### src/rtl/bram_fifo_pkg.sv
// Shared constants, types and helpers for the block-RAM backed byte FIFO.
package bram_fifo_pkg;

    // Default geometry: 2048 x 8 fits exactly in one RAMB16
    localparam int DEF_DATA_WIDTH    = 8;
    localparam int DEF_ADDR_WIDTH    = 11;
    localparam int DEF_AFULL_THRESH  = 2040;
    localparam int DEF_AEMPTY_THRESH = 8;

    // RAMB16 geometry: 16 Kbit data array, 14 meaningful bit-granular address bits
    localparam int RAMB16_DATA_BITS = 16384;
    localparam int RAMB16_ADDR_BITS = 14;

    // Read pipeline: idle, or waiting for RAM port B data to appear on DOB
    typedef enum logic {
        RD_IDLE = 1'b0,
        RD_WAIT = 1'b1
    } rd_state_e;

    // Ceiling log2, used to size the FIFO pointers from the depth
    function automatic int clog2(input int value);
        int result;
        int v;
        result = 0;
        v = value - 1;
        while (v > 0) begin
            result = result + 1;
            v = v >> 1;
        end
        return result;
    endfunction

    // Offset of the word address inside ADDRA[14:0] for a given data width
    function automatic int ramb16_addr_shift(input int data_width);
        if (data_width <= 1)       return 0;
        else if (data_width <= 2)  return 1;
        else if (data_width <= 4)  return 2;
        else if (data_width <= 9)  return 3;
        else if (data_width <= 18) return 4;
        else                       return 5;
    endfunction

    // Number of words a single RAMB16 holds at a given data width
    function automatic int ramb16_max_words(input int data_width);
        return RAMB16_DATA_BITS >> ramb16_addr_shift(data_width);
    endfunction

    // True when the word address plus its bit offset fits the RAMB16 address bus
    function automatic bit ramb16_addr_fits(input int addr_width, input int data_width);
        return (addr_width + ramb16_addr_shift(data_width)) <= RAMB16_ADDR_BITS;
    endfunction

endpackage

### src/rtl/bram_fifo_ctrl_if.sv
// User-side handshake of the BRAM FIFO: write/read requests, read data and status.
interface bram_fifo_ctrl_if
    import bram_fifo_pkg::*;
#(
    parameter int DATA_WIDTH = DEF_DATA_WIDTH,
    parameter int ADDR_WIDTH = DEF_ADDR_WIDTH
) ();

    logic                  wr_en;
    logic [DATA_WIDTH-1:0] din;
    logic                  rd_en;
    logic [DATA_WIDTH-1:0] dout;
    logic                  dout_valid;
    logic                  full;
    logic                  empty;
    logic                  almost_full;
    logic                  almost_empty;
    logic [ADDR_WIDTH:0]   count;
    logic                  overflow;
    logic                  underflow;

    // The producer/consumer side drives requests and observes status
    modport master (
        output wr_en, din, rd_en,
        input  dout, dout_valid, full, empty, almost_full, almost_empty,
               count, overflow, underflow
    );

    // The FIFO controller side
    modport slave (
        input  wr_en, din, rd_en,
        output dout, dout_valid, full, empty, almost_full, almost_empty,
               count, overflow, underflow
    );

endinterface

### src/rtl/bram_fifo_ptr.sv
// Write/read pointers, occupancy and registered flags for the BRAM FIFO.
// Pointers carry one extra wrap bit so full and empty can be told apart.
module bram_fifo_ptr
    import bram_fifo_pkg::*;
#(
    parameter int ADDR_WIDTH    = DEF_ADDR_WIDTH,
    parameter int AFULL_THRESH  = DEF_AFULL_THRESH,
    parameter int AEMPTY_THRESH = DEF_AEMPTY_THRESH,
    localparam int PTR_W        = clog2(2**ADDR_WIDTH) + 1
) (
    input  logic                  clk,
    input  logic                  rst,
    input  logic                  wr_en,
    input  logic                  rd_en,
    output logic                  wr_ok,
    output logic                  rd_ok,
    output logic [ADDR_WIDTH-1:0] waddr,
    output logic [ADDR_WIDTH-1:0] raddr,
    output logic [PTR_W-1:0]      count,
    output logic                  full,
    output logic                  empty,
    output logic                  almost_full,
    output logic                  almost_empty
);

    localparam logic [PTR_W-1:0] AFULL_LVL  = PTR_W'(AFULL_THRESH);
    localparam logic [PTR_W-1:0] AEMPTY_LVL = PTR_W'(AEMPTY_THRESH);

    logic [PTR_W-1:0] wptr;
    logic [PTR_W-1:0] rptr;
    logic [PTR_W-1:0] wptr_next;
    logic [PTR_W-1:0] rptr_next;
    logic [PTR_W-1:0] count_next;
    logic             full_next;
    logic             empty_next;
    logic             afull_next;
    logic             aempty_next;

    // A write is refused when full, a read when empty; this also resolves
    // simultaneous requests without any fall-through path
    assign wr_ok = wr_en & ~full;
    assign rd_ok = rd_en & ~empty;
    assign waddr = wptr[PTR_W-2:0];
    assign raddr = rptr[PTR_W-2:0];

    // Next pointers and the flags they imply, so flags line up with the new count
    always_comb begin
        wptr_next   = wptr + {{(PTR_W-1){1'b0}}, wr_ok};
        rptr_next   = rptr + {{(PTR_W-1){1'b0}}, rd_ok};
        count_next  = wptr_next - rptr_next;
        empty_next  = (wptr_next == rptr_next);
        full_next   = (wptr_next[PTR_W-2:0] == rptr_next[PTR_W-2:0]) &&
                      (wptr_next[PTR_W-1] != rptr_next[PTR_W-1]);
        afull_next  = (count_next >= AFULL_LVL);
        aempty_next = (count_next <= AEMPTY_LVL);
    end

    // Pointer, count and flag registers
    always_ff @(posedge clk or posedge rst) begin
        if (rst) begin
            wptr         <= '0;
            rptr         <= '0;
            count        <= '0;
            full         <= 1'b0;
            empty        <= 1'b1;
            almost_full  <= 1'b0;
            almost_empty <= 1'b1;
        end else begin
            wptr         <= wptr_next;
            rptr         <= rptr_next;
            count        <= count_next;
            full         <= full_next;
            empty        <= empty_next;
            almost_full  <= afull_next;
            almost_empty <= aempty_next;
        end
    end

endmodule

### src/rtl/bram_fifo_ctrl.sv
// FIFO controller driving one dual-port RAMB16: port A writes, port B reads.
// Read data leaves the RAM one cycle after the accept and is registered into
// dout on the following edge, giving a two-edge read latency.
module bram_fifo_ctrl
    import bram_fifo_pkg::*;
#(
    parameter int DATA_WIDTH    = DEF_DATA_WIDTH,
    parameter int ADDR_WIDTH    = DEF_ADDR_WIDTH,
    parameter int AFULL_THRESH  = DEF_AFULL_THRESH,
    parameter int AEMPTY_THRESH = DEF_AEMPTY_THRESH
) (
    input  logic                  clk,
    input  logic                  rst,
    bram_fifo_ctrl_if.slave       fifo,
    output logic                  ram_ena,
    output logic [3:0]            ram_wea,
    output logic [ADDR_WIDTH-1:0] ram_addra,
    output logic [DATA_WIDTH-1:0] ram_dia,
    output logic                  ram_enb,
    output logic [ADDR_WIDTH-1:0] ram_addrb,
    input  logic [DATA_WIDTH-1:0] ram_dob
);

    logic                  wr_ok;
    logic                  rd_ok;
    logic [ADDR_WIDTH-1:0] waddr;
    logic [ADDR_WIDTH-1:0] raddr;
    logic [ADDR_WIDTH:0]   count;
    logic                  full;
    logic                  empty;
    logic                  almost_full;
    logic                  almost_empty;

    rd_state_e             rd_state;
    rd_state_e             rd_state_next;
    logic                  capture;

    logic [DATA_WIDTH-1:0] dout_q;
    logic                  dout_valid_q;
    logic                  overflow_q;
    logic                  underflow_q;

    bram_fifo_ptr #(
        .ADDR_WIDTH    (ADDR_WIDTH),
        .AFULL_THRESH  (AFULL_THRESH),
        .AEMPTY_THRESH (AEMPTY_THRESH)
    ) u_ptr (
        .clk          (clk),
        .rst          (rst),
        .wr_en        (fifo.wr_en),
        .rd_en        (fifo.rd_en),
        .wr_ok        (wr_ok),
        .rd_ok        (rd_ok),
        .waddr        (waddr),
        .raddr        (raddr),
        .count        (count),
        .full         (full),
        .empty        (empty),
        .almost_full  (almost_full),
        .almost_empty (almost_empty)
    );

    // RAM ports follow the current pointers combinationally; reads only ever
    // reach entries already written, so ports A and B never collide
    assign ram_ena   = wr_ok;
    assign ram_wea   = {4{wr_ok}};
    assign ram_addra = waddr;
    assign ram_dia   = fifo.din;
    assign ram_enb   = rd_ok;
    assign ram_addrb = raddr;

    assign fifo.dout         = dout_q;
    assign fifo.dout_valid   = dout_valid_q;
    assign fifo.full         = full;
    assign fifo.empty        = empty;
    assign fifo.almost_full  = almost_full;
    assign fifo.almost_empty = almost_empty;
    assign fifo.count        = count;
    assign fifo.overflow     = overflow_q;
    assign fifo.underflow    = underflow_q;

    // Read pipeline state register; reset drops any read still in flight
    always_ff @(posedge clk or posedge rst) begin
        if (rst) begin
            rd_state <= RD_IDLE;
        end else begin
            rd_state <= rd_state_next;
        end
    end

    // Each accepted read waits one cycle for DOB, then is captured
    always_comb begin
        rd_state_next = RD_IDLE;
        capture       = 1'b0;
        case (rd_state)
            RD_IDLE: capture = 1'b0;
            RD_WAIT: capture = 1'b1;
            default: capture = 1'b0;
        endcase
        if (rd_ok) begin
            rd_state_next = RD_WAIT;
        end
    end

    // Output data register and one-cycle valid strobe; dout holds between reads
    always_ff @(posedge clk or posedge rst) begin
        if (rst) begin
            dout_q       <= '0;
            dout_valid_q <= 1'b0;
        end else begin
            dout_valid_q <= capture;
            if (capture) begin
                dout_q <= ram_dob;
            end
        end
    end

    // Sticky error flags for refused requests, cleared only by reset
    always_ff @(posedge clk or posedge rst) begin
        if (rst) begin
            overflow_q  <= 1'b0;
            underflow_q <= 1'b0;
        end else begin
            if (fifo.wr_en && full) begin
                overflow_q <= 1'b1;
            end
            if (fifo.rd_en && empty) begin
                underflow_q <= 1'b1;
            end
        end
    end

endmodule
### src/flat_wrapper.sv
// flat-port wrapper written by rule: the top's interface ports become plain ports
module bram_fifo_ctrl_flat import bram_fifo_pkg::*;
#(
    parameter int DATA_WIDTH    = DEF_DATA_WIDTH,
    parameter int ADDR_WIDTH    = DEF_ADDR_WIDTH,
    parameter int AFULL_THRESH  = DEF_AFULL_THRESH,
    parameter int AEMPTY_THRESH = DEF_AEMPTY_THRESH
)
  (clk, rst, ram_ena, ram_wea, ram_addra, ram_dia, ram_enb, ram_addrb, ram_dob, fifo_wr_en, fifo_din, fifo_rd_en, fifo_dout, fifo_dout_valid, fifo_full, fifo_empty, fifo_almost_full, fifo_almost_empty, fifo_count, fifo_overflow, fifo_underflow);
  bram_fifo_ctrl_if #(.DATA_WIDTH(DATA_WIDTH), .ADDR_WIDTH(ADDR_WIDTH)) fifo_i ();
  input  logic clk;
  input  logic rst;
  output logic ram_ena;
  output logic [3:0] ram_wea;
  output logic [ADDR_WIDTH-1:0] ram_addra;
  output logic [DATA_WIDTH-1:0] ram_dia;
  output logic ram_enb;
  output logic [ADDR_WIDTH-1:0] ram_addrb;
  input  logic [DATA_WIDTH-1:0] ram_dob;
  input wire logic [$bits(fifo_i.wr_en)-1:0] fifo_wr_en;
  input wire logic [$bits(fifo_i.din)-1:0] fifo_din;
  input wire logic [$bits(fifo_i.rd_en)-1:0] fifo_rd_en;
  output wire logic [$bits(fifo_i.dout)-1:0] fifo_dout;
  output wire logic [$bits(fifo_i.dout_valid)-1:0] fifo_dout_valid;
  output wire logic [$bits(fifo_i.full)-1:0] fifo_full;
  output wire logic [$bits(fifo_i.empty)-1:0] fifo_empty;
  output wire logic [$bits(fifo_i.almost_full)-1:0] fifo_almost_full;
  output wire logic [$bits(fifo_i.almost_empty)-1:0] fifo_almost_empty;
  output wire logic [$bits(fifo_i.count)-1:0] fifo_count;
  output wire logic [$bits(fifo_i.overflow)-1:0] fifo_overflow;
  output wire logic [$bits(fifo_i.underflow)-1:0] fifo_underflow;
  assign fifo_i.wr_en = fifo_wr_en;
  assign fifo_i.din = fifo_din;
  assign fifo_i.rd_en = fifo_rd_en;
  assign fifo_dout = fifo_i.dout;
  assign fifo_dout_valid = fifo_i.dout_valid;
  assign fifo_full = fifo_i.full;
  assign fifo_empty = fifo_i.empty;
  assign fifo_almost_full = fifo_i.almost_full;
  assign fifo_almost_empty = fifo_i.almost_empty;
  assign fifo_count = fifo_i.count;
  assign fifo_overflow = fifo_i.overflow;
  assign fifo_underflow = fifo_i.underflow;
  bram_fifo_ctrl #(.DATA_WIDTH(DATA_WIDTH), .ADDR_WIDTH(ADDR_WIDTH), .AFULL_THRESH(AFULL_THRESH), .AEMPTY_THRESH(AEMPTY_THRESH)) u_core (.clk(clk), .rst(rst), .fifo(fifo_i), .ram_ena(ram_ena), .ram_wea(ram_wea), .ram_addra(ram_addra), .ram_dia(ram_dia), .ram_enb(ram_enb), .ram_addrb(ram_addrb), .ram_dob(ram_dob));
endmodule
### config.mk
export PLATFORM = sky130hd
export DESIGN_NAME = bram_fifo_ctrl_flat
export DESIGN_NICKNAME = d
export VERILOG_FILES = /design/src/rtl/bram_fifo_pkg.sv /design/src/rtl/bram_fifo_ctrl_if.sv /design/src/rtl/bram_fifo_ptr.sv /design/src/rtl/bram_fifo_ctrl.sv /design/src/flat_wrapper.sv
export SDC_FILE = /design/constraint.sdc
export NUM_CORES = 1
export LEC_CHECK = 0
export CAP_MARGIN = 20
export CORE_MARGIN = 2
export CORE_UTILIZATION = 45
export DETAILED_ROUTE_END_ITERATION = 7
export PLACE_DENSITY_LB_ADDON = 0.08
export SYNTH_ARGS = -nofsm -noshare
export SYNTH_HDL_FRONTEND = slang
export SYNTH_HIERARCHICAL = 1
export SYNTH_SLANG_ARGS = --single-unit
### constraint.sdc
create_clock -name clk -period 3.8 [get_ports clk]
set_input_delay 0.38 -clock clk [delete_from_list [all_inputs] [get_ports clk]]
set_output_delay 0.38 -clock clk [all_outputs]
set_load 0.01 [all_outputs]
# Word-level counts from Yosys, hierarchy flattened
# Index checks and enable logic that the tools add are counted.
# totals
register_bits,52
in_bits,20
out_inout_bits,63
elab_cells,30
# op_classes
addsub,3
n_lt_le_gt_ge,2
n_eq_ne,3
muxes,2
bitwise_logic,5
reduce_logical,3
# ops
cell,n
$add A12 B1 Y12,2
$eq A12 B12 Y1,1
$ge A12 B11 Y1 const B,1
$le A12 B4 Y1 const B,1
$sub A12 B12 Y12,1
$eq A11 B11 Y1,1
$logic_and A1 B1 Y1,3
$not A1 Y1,3
$and A1 B1 Y1,2
$pmux W1 S2,1
$mux W1,1
$ne A1 B1 Y1,1

# Depth between registers and ports, before layout
# Gate-level depths: netlist (run 1).
# depth
depth_word,5
mapped_depth,14
ltp_nobuf,14

# Hierarchy
# The synthesis (run 1) kept the hierarchy.
# by_module_without_submodules
module,instances,cells_each,area_per_inst_um2,seq_area_each_um2
bram_fifo_ptr,1,232,2359.8,1003.5
bram_fifo_ctrl,1,36,540.5,300.3

# Worst setup path before layout (run 1)
# OpenSTA, ideal clock, no wires.
# synth_path
kind,register to register
startpoint,register u_core.u_ptr.full
endpoint,register u_core.u_ptr.almost_empty
setup_ns,0.090
arrival_time_ns,3.368
required_ns,3.710
path_slack_ns,0.342
stages_incl_launch_ff,12
path_buffers,0
period_less_slack_ns,3.458
path_cell_list,dfrtp_1 nor2b_1 ha_1 ha_1 fa_1 maj3_1 maj3_1 xor2_1 a21oi_1 nand2_1 or4_1 nor4_2
# synth_via
elab_chain_len,5
# synth_lines
item,line,text
start: declaration,bram_fifo_ptr.sv:20,"output logic full,"
start signal: assignment,bram_fifo_ptr.sv:72,full <= full_next;
$not A1 Y1,bram_fifo_ptr.sv:41,assign wr_ok = wr_en & ~full;
$and A1 B1 Y1,bram_fifo_ptr.sv:41,
named net ram_ena,flat_wrapper.sv:13,output logic ram_ena;
$add A12 B1 Y12,bram_fifo_ptr.sv:48,"wptr_next = wptr + {{(PTR_W-1){1'b0}}, wr_ok};"
named net u_core.u_ptr.wptr_next[1],bram_fifo_ptr.sv:31,logic [PTR_W-1:0] wptr_next;
$sub A12 B12 Y12,bram_fifo_ptr.sv:50,count_next = wptr_next - rptr_next;
named net u_core.u_ptr.count_next[4],bram_fifo_ptr.sv:33,logic [PTR_W-1:0] count_next;
$le A12 B4 Y1,bram_fifo_ptr.sv:55,aempty_next = (count_next <= AEMPTY_LVL);
named net u_core.u_ptr.aempty_next,bram_fifo_ptr.sv:37,logic aempty_next;
end signal: assignment,bram_fifo_ptr.sv:75,almost_empty <= aempty_next;
end: declaration,bram_fifo_ptr.sv:23,output logic almost_empty
# The timed path passes the listed nets, and every way through them passes these cells.
# A chain may end at the register's enable or synchronous reset.

# Final worst setup path (run 1)
# layout_path
startpoint,input port fifo_wr_en
endpoint,register u_core.u_ptr.almost_empty
# layout_via
elab_chain_len,4
# layout_lines
item,line,text
start: declaration,flat_wrapper.sv:20,input wire logic [$bits(fifo_i.wr_en)-1:0] fifo_wr_en;
$and A1 B1 Y1,bram_fifo_ptr.sv:41,
$add A12 B1 Y12,bram_fifo_ptr.sv:48,
named net u_core.u_ptr.wptr_next[1],bram_fifo_ptr.sv:31,
$sub A12 B12 Y12,bram_fifo_ptr.sv:50,
named net u_core.u_ptr.count_next[4],bram_fifo_ptr.sv:33,
$le A12 B4 Y1,bram_fifo_ptr.sv:55,
named net u_core.u_ptr.aempty_next,bram_fifo_ptr.sv:37,
# The timed path passes the listed nets, and every way through them passes these cells.

==> metrics.md, run 1 <==
| Metric | Value |
|---|---|
| First-pass DRT Iterations | 4 |
| Cell Count, Final, Fillers Out | 398 |
| Placed Cells incl. Taps | 390 |
| Die X-Extent | 84.3 um |
| TritonCTS Sinks | 52 |
| Post-Route Setup TNS | 0 ps |
| Vias | 1991 |
| Num ports | 83 |
| TritonCTS clock tree | built |
| Final slew viol count | 0 |
| Least-Margin Pin Slew | 802 ps |
| Worst Path Class, Setup | in2reg |
| R2R depth | 12 |
| Total nets after synthesis | 300 |
| Buf+Inv Stages, Crit Path | 1 |
| Critical path depth | 12 |
| Critical path, cell by cell | clkdlybuf4s50_1 > nor2b_2 > ha_1 > ha_1 > fa_1 > maj3_1 > maj3_1 > xor2_1 > a21oi_1 > nand2_1 > or4_1 > nor4_2 |
| Global-route wire length before repair | 10000 um |
| Final hold viol count | 0 |
| Setup-failing EPs final | 0 |
| Fmax | 0.285 GHz |
| Met1 GRT Util | 25.1% |
| Gpl congestion | 0.819 |
| Post-synthesis register bit count | 52 |
| Pwr Density | 889 nW/um2 |
| Synthesis-to-finish area growth | 24.5% |
| Mapped Area | 2900 um2 |
| Total congestion overflow | 0 |
| Max-slew headroom | 46.5% |
| Register area | 1300 um2 |
| Hold Path Class | in2async |
| Vias in the first global route | 2042 |
| Clock latency at the later pin of the worst-skew pair | 310 ps |
| Max Cap Viol | 0 |
| Largest net degree at the start of global routing | 22 |
| Lkg Pwr | 0.00171 uW |
| WHS | 417 ps |
| CTS Hold Bufs | 0 |
| Worst Path Max Fanout | 3 |
| Worst-case vdd ir drop | 0.000647 V |
| Residual DRC count | 0 |
| WP data required | 4020 ps |
| Post-synth top flop | dfrtp_1 |
| Post-route ant nets | 0 |
| Vias per cell | 5.00 |
| IO buf count | 66 |
| Number of synthesized flops with an enable pin | 0 |
| Worst-path clk slew | 100 ps |
| Top cell family by delay on the critical path | adder cells |
| Register area share after synthesis | 45.0% |
| M3 GR Usage | 3.54% |
| Die Ht | 84.3 um |
| DRT Wirelength | 6020 um |
| Placed inst area | 3500 um2 |
| GR peak layer | met2 |
| Cells after synthesis | 268 |
| Ant diodes | 0 |
| Drt wl/cell | 15.1 um |
| Syn Area/Cell | 10.8 um2 |
| Final min period | 3510 ps |
| RSZ-0062 raised after global routing | no |
| CTS buffer count | 5 |
| Crit. End Element | register |
| Crit path launch type | input port |
| Yosys warning count | 6 |
| GRT Util Overall | 17.9% |
| Outcome | finished clean |
| Async S/R FF share, synth | 100% |
| Layout cells sized above 1 | 14.0% |
| Initial antenna violation count | 0 |
| # rows | 29 |
| CP max stage delay | 450 ps |
| Clk buf depth | 2 |
| Final #Nets | 352 |
| Initial Util | 46.2% |
| Core Util, Final | 57.5% |
| Cell variety after synth | 51 |
| Met2 usage | 28.3% |
| Depth of the CTS H-tree | 2 |
| Core area | 6280 um2 |
| Die area | 7100 um2 |
| 1st-iter DRT viols | 100 |
| Final worst-path cycle share | 92.3% |
| Area of all placed cells without fillers | 3610 um2 |
| CTS Root Cell | clkbuf_8 |
| Critical Path AT | 3720 ps |
| Reg2Reg Setup Slack | 320 ps |
| Setup Skew | 9.27 ps |
| Footprint of the multi-input gates | 1240 um2 |
| DPL Wire Length | 4760 um |
| CP max stage cell | fa_1 |
| Filler cells | 552 |
[registers in the layout (all words and copies together) (netlist names)]
signal and flops:
u_core/fifo.overflow 1, u_core/u_ptr/rptr 12, u_core/u_ptr/count 12, u_core/u_ptr/almost_empty 1
u_core/u_ptr/almost_full 1, u_core/fifo.dout_valid 1, u_core/u_ptr/empty 1, u_core/rd_state 1
u_core/fifo.underflow 1, u_core/fifo.dout 8, u_core/u_ptr/wptr 12, u_core/u_ptr/full 1
[stage by stage]
stage / power (uW) / setup slack (ps)
after floorplan: 2200 / 342
after global placement: 2850 / 40.9
after detailed placement: 2840 / -51.9
after CTS: 3260 / 227
after global routing: 3500 / 89.8
final: 3210 / 293
[worst paths after layout]
kind                                                        to                              start
max                        u_core/u_ptr/almost_empty$_DFF_PP1_                         fifo_wr_en
min                           u_core/fifo.overflow$_DFFE_PP0P_                                rst
max reg2reg                u_core/u_ptr/almost_empty$_DFF_PP1_       u_core/u_ptr/empty$_DFF_PP1_
min reg2reg                  u_core/fifo.underflow$_DFFE_PP0P_  u_core/fifo.underflow$_DFFE_PP0P_
max in group asynchronous       u_core/u_ptr/wptr[5]$_DFF_PP0_                                rst
min in group clk             u_core/fifo.underflow$_DFFE_PP0P_  u_core/fifo.underflow$_DFFE_PP0P_
[repair_timing]
action                                  4_1_cts  5_1_grt
setup buffers                                 0        0
resized for setup                             0        1
endpoints found under the setup margin        0        1
[kinds of logic after synthesis]
group	share of synthesized area (%)
AOI/OAI and AO/OA	8.84
xor gates and xnor gates	9.19
adders and majority gates	6.13
buffers and inverters	12.3
DFF	45.0
muxes	4.14
and+or+nand+nor	14.5
[final cells by class]
cell class	instances	share of cell area [%]
clock inverters	3	1.18
clock buffers	5	1.91
inverters	24	2.50
well taps	77	2.67
multi-input cells	157	34.4
flip-flops and latches	52	36.1
repair buffers	80	21.2
[worst register-to-register path, delay by kind of cell, from the launching register on]
| kind | cells | cell delay (ps) |
|---|---|---|
| AO/OA/AOI/OAI | 1 | 140 |
| buffers and inverters | 1 | 80 |
| flip-flops | 1 | 560 |
| XOR/XNOR | 1 | 190 |
| adder cells (fa/ha/maj) | 5 | 1710 |
| AND/OR/NAND/NOR | 4 | 720 |
[synth_stat cells, types with 3 or more instances]
| master | instances | area share [%] |
|---|---|---|
| nor2b_1 | 5 | 1.1 |
| nand4_1 | 6 | 1.3 |
| dfrtp_1 | 50 | 43 |
| ha_1 | 11 | 4.7 |
| nor3_1 | 4 | 0.69 |
| nor2_1 | 9 | 1.2 |
| or2_2 | 3 | 0.65 |
| xor2_1 | 13 | 3.9 |
| inv_1 | 24 | 3.1 |
| and3_1 | 10 | 2.2 |
| a21oi_1 | 6 | 1.0 |
| o2111ai_1 | 3 | 0.91 |
| mux2_4 | 8 | 4.1 |
| nand2_1 | 13 | 1.7 |
| buf_4 | 34 | 8.8 |
| nand3_1 | 11 | 1.9 |
| xnor2_1 | 13 | 3.9 |
| or3_1 | 3 | 0.65 |
| a21o_1 | 3 | 0.78 |
[power breakdown]
part / switching (uW) / leakage (uW) / internal (uW)
registers: 142 / 0.000640 / 756
clock network: 186 / 0.0000541 / 195
logic: 948 / 0.00102 / 984
total: 1280 / 0.00171 / 1930
[metal layers]
metal | routed length [um] | part of all wire [%]
met5 | 0 | 0
met4 | 55 | 0.91
met3 | 286 | 4.8
met2 | 2840 | 47
met1 | 2830 | 47
[placed cells by master (no fill, tap or decap), drive strengths merged, types with 2 or more instances in the layout]
cell type and count:
clkdlybuf4s50 66, o21ai 4, nand3 12, or4 2
ha 11, a21oi 6, nor3 4, a21o 3
nor2 9, nor4 2, and3 11, o21a 2
nor2b 5, nand2 13, xor2 13, clkbuf 5
dfrtp 50, or2 3, nand4 6, dfstp 2
xnor2 14, inv 24, buf 14, or3 3
maj3 2, mux2 8, o2111ai 3, a211oi 3
Power figures use the tool's default switching activity.
==> run 2: changes to the inputs <==
--- a/config.mk
+++ b/config.mk
@@ -7,8 +7,9 @@
 export LEC_CHECK = 0
 export CAP_MARGIN = 20
 export CORE_MARGIN = 2
-export CORE_UTILIZATION = 45
+export CORE_UTILIZATION = 48
 export DETAILED_ROUTE_END_ITERATION = 7
+export HOLD_SLACK_MARGIN = 0.1
 export PLACE_DENSITY_LB_ADDON = 0.08
 export SYNTH_ARGS = -nofsm -noshare
 export SYNTH_HDL_FRONTEND = slang
==> metrics.md, run 2 (same netlist as run 1, synthesis figures left out) <==
| Metric | Value |
|---|---|
| Clock latency at the later pin of the worst-skew pair | 300 ps |
| CP max stage delay | 490 ps |
| Final min period | 3490 ps |
| Cell mode on critical path | ha_1 |
| Ant diodes | 0 |
| Critical path, cell by cell | clkdlybuf4s50_1 > nor2b_1 > ha_1 > ha_1 > ha_1 > nor2b_1 > o22ai_2 > a21oi_1 > o311a_4 > a221o_1 > nand3_1 > or3b_4 > nor4_2 |
| Depth of the CTS H-tree | 2 |
| Core area | 5890 um2 |
| Worst-path clk slew | 90 ps |
| Global-route wire length before repair | 9180 um |
| Total congestion overflow | 0 |
| GR peak layer | met2 |
| Buf+Inv Stages, Crit Path | 1 |
| Reg2Reg Setup Slack | 370 ps |
| Die X-Extent | 81.7 um |
| Worst Setup SP | fifo_wr_en |
| 1st-iter DRT viols | 80 |
| CTS Hold Bufs | 0 |
| Drt wl/cell | 14.3 um |
| Layout cells sized above 1 | 13.4% |
| Cell Count, Final, Fillers Out | 396 |
| Synthesis-to-finish area growth | 24.2% |
| Worst-case vdd ir drop | 0.000656 V |
| CP max stage cell | clkdlybuf4s50_1 |
| Post-route ant nets | 0 |
| Outcome | finished clean |
| RSZ-0062 raised after global routing | no |
| Placed Cells incl. Taps | 388 |
| CTS buffer count | 5 |
| Max-slew headroom | 61.3% |
| Final worst-path cycle share | 91.8% |
| Gpl congestion | 0.813 |
| Initial Util | 49.3% |
| Vias per cell | 5.14 |
| Initial antenna violation count | 0 |
| Die Ht | 81.7 um |
| First-pass DRT Iterations | 4 |
| WP data required | 4020 ps |
| Setup Skew | 3.17 ps |
| Vias | 2034 |
| DPL Wire Length | 4450 um |
| Post-CTS sizing | 0 |
| R2r startpoint | u_core/u_ptr/empty$_DFF_PP1_ |
| Largest net degree at the start of global routing | 41 |
| Num ports | 83 |
| M3 GR Usage | 3.52% |
| DRT Wirelength | 5660 um |
| Commonest non-fill, non-tap cell in the layout | clkdlybuf4s50_1 |
| Crit path launch type | input port |
| Max Cap Viol | 0 |
| Least-Margin Pin Slew | 578 ps |
| Hold Path Class | in2async |
| Crit. End Element | register |
| Final hold viol count | 0 |
| Clk buf depth | 2 |
| Worst Path Class, Setup | in2reg |
| Final slew viol count | 0 |
| Total power | 3200 uW |
| Biggest regs | u_core/u_ptr/count (12), u_core/u_ptr/rptr (12), u_core/u_ptr/wptr (12) |
| Die area | 6680 um2 |
| Fmax | 0.287 GHz |
| Vias in the first global route | 1888 |
| Met2 usage | 27.4% |
| Top cell family by delay on the critical path | simple AND/OR/NAND/NOR gates |
| Residual DRC count | 0 |
| TritonCTS Sinks | 52 |
| Worst Path Max Fanout | 3 |
| IO buf count | 66 |
| Met1 GRT Util | 26.5% |
| CTS Root Cell | clkbuf_8 |
| Lkg Pwr | 0.00171 uW |
| Critical Path AT | 3710 ps |
| Setup Fix Bufs, Post-CTS | 0 |
| Pwr Density | 890 nW/um2 |
| # rows | 28 |
| TritonCTS clock tree | built |
| Final #Nets | 352 |
| Setup-failing EPs final | 0 |
| Most frequent cells in the layout | 66 x clkdlybuf4s50_1, 50 x dfrtp_1, 24 x inv_1 |
| GRT Util Overall | 18.1% |
## run 2: final timing paths
path                                                             to  cells after the start
worst max-delay path            u_core/u_ptr/almost_empty$_DFF_PP1_                     13
worst min-delay path                u_core/fifo.dout[6]$_DFFE_PP0P_                      2
worst max register to register  u_core/u_ptr/almost_empty$_DFF_PP1_                     13
worst min register to register    u_core/fifo.underflow$_DFFE_PP0P_                      1
max in group asynchronous       u_core/u_ptr/almost_empty$_DFF_PP1_                      3
min in group clk                  u_core/fifo.underflow$_DFFE_PP0P_                      1
## run 2: final cells by class
| class | instances | area (um2) |
|---|---|---|
| Fill cell | 511 | 2280 |
| Sequential cell | 52 | 1300 |
| Multi-Input combinational cell | 157 | 1240 |
| Timing Repair Buffer | 80 | 766 |
| Tap cell | 75 | 93.8 |
| Inverter | 24 | 90.1 |
| Clock buffer | 6 | 72.6 |
| Clock inverter | 2 | 35.0 |
## run 2: per-stage QoR
step	cell area, um2	TNS, ps	utilization, %	setup slack [ps]	hold WS [ps]
finish	3600	0	61.2	313	404
global route	3600	0	61.2	59.1	448
CTS	3600	0	61.2	292	418
detailed placement	3490	-30.6	59.4	-17.0	442
global placement	3490	0	59.4	33.6	435
floorplan	2900	0	-	342	245
## run 2: report_power, final
| part | internal, uW | switching [uW] |
|---|---|---|
| registers | 756 | 141 |
| logic | 978 | 963 |
| clock network | 195 | 170 |
| total | 1930 | 1270 |
## run 2: worst reg2reg max path: stages (launching register included)
cell and delay (ps):
dfstp_2 560, nor2b_1 60, ha_1 180, ha_1 300, inv_1 80, ha_1 300
nor2b_1 140, o22ai_2 150, a21oi_1 110, o311a_4 340, a221o_1 390, nand3_1 80
or3b_4 400, nor4_2 270
## run 2: routing by layer
metal  vias up  wire (um)
met5         -          0
met4         0         63
met3         6        252
met2        45       2560
met1       982       2780
li1       1001          -
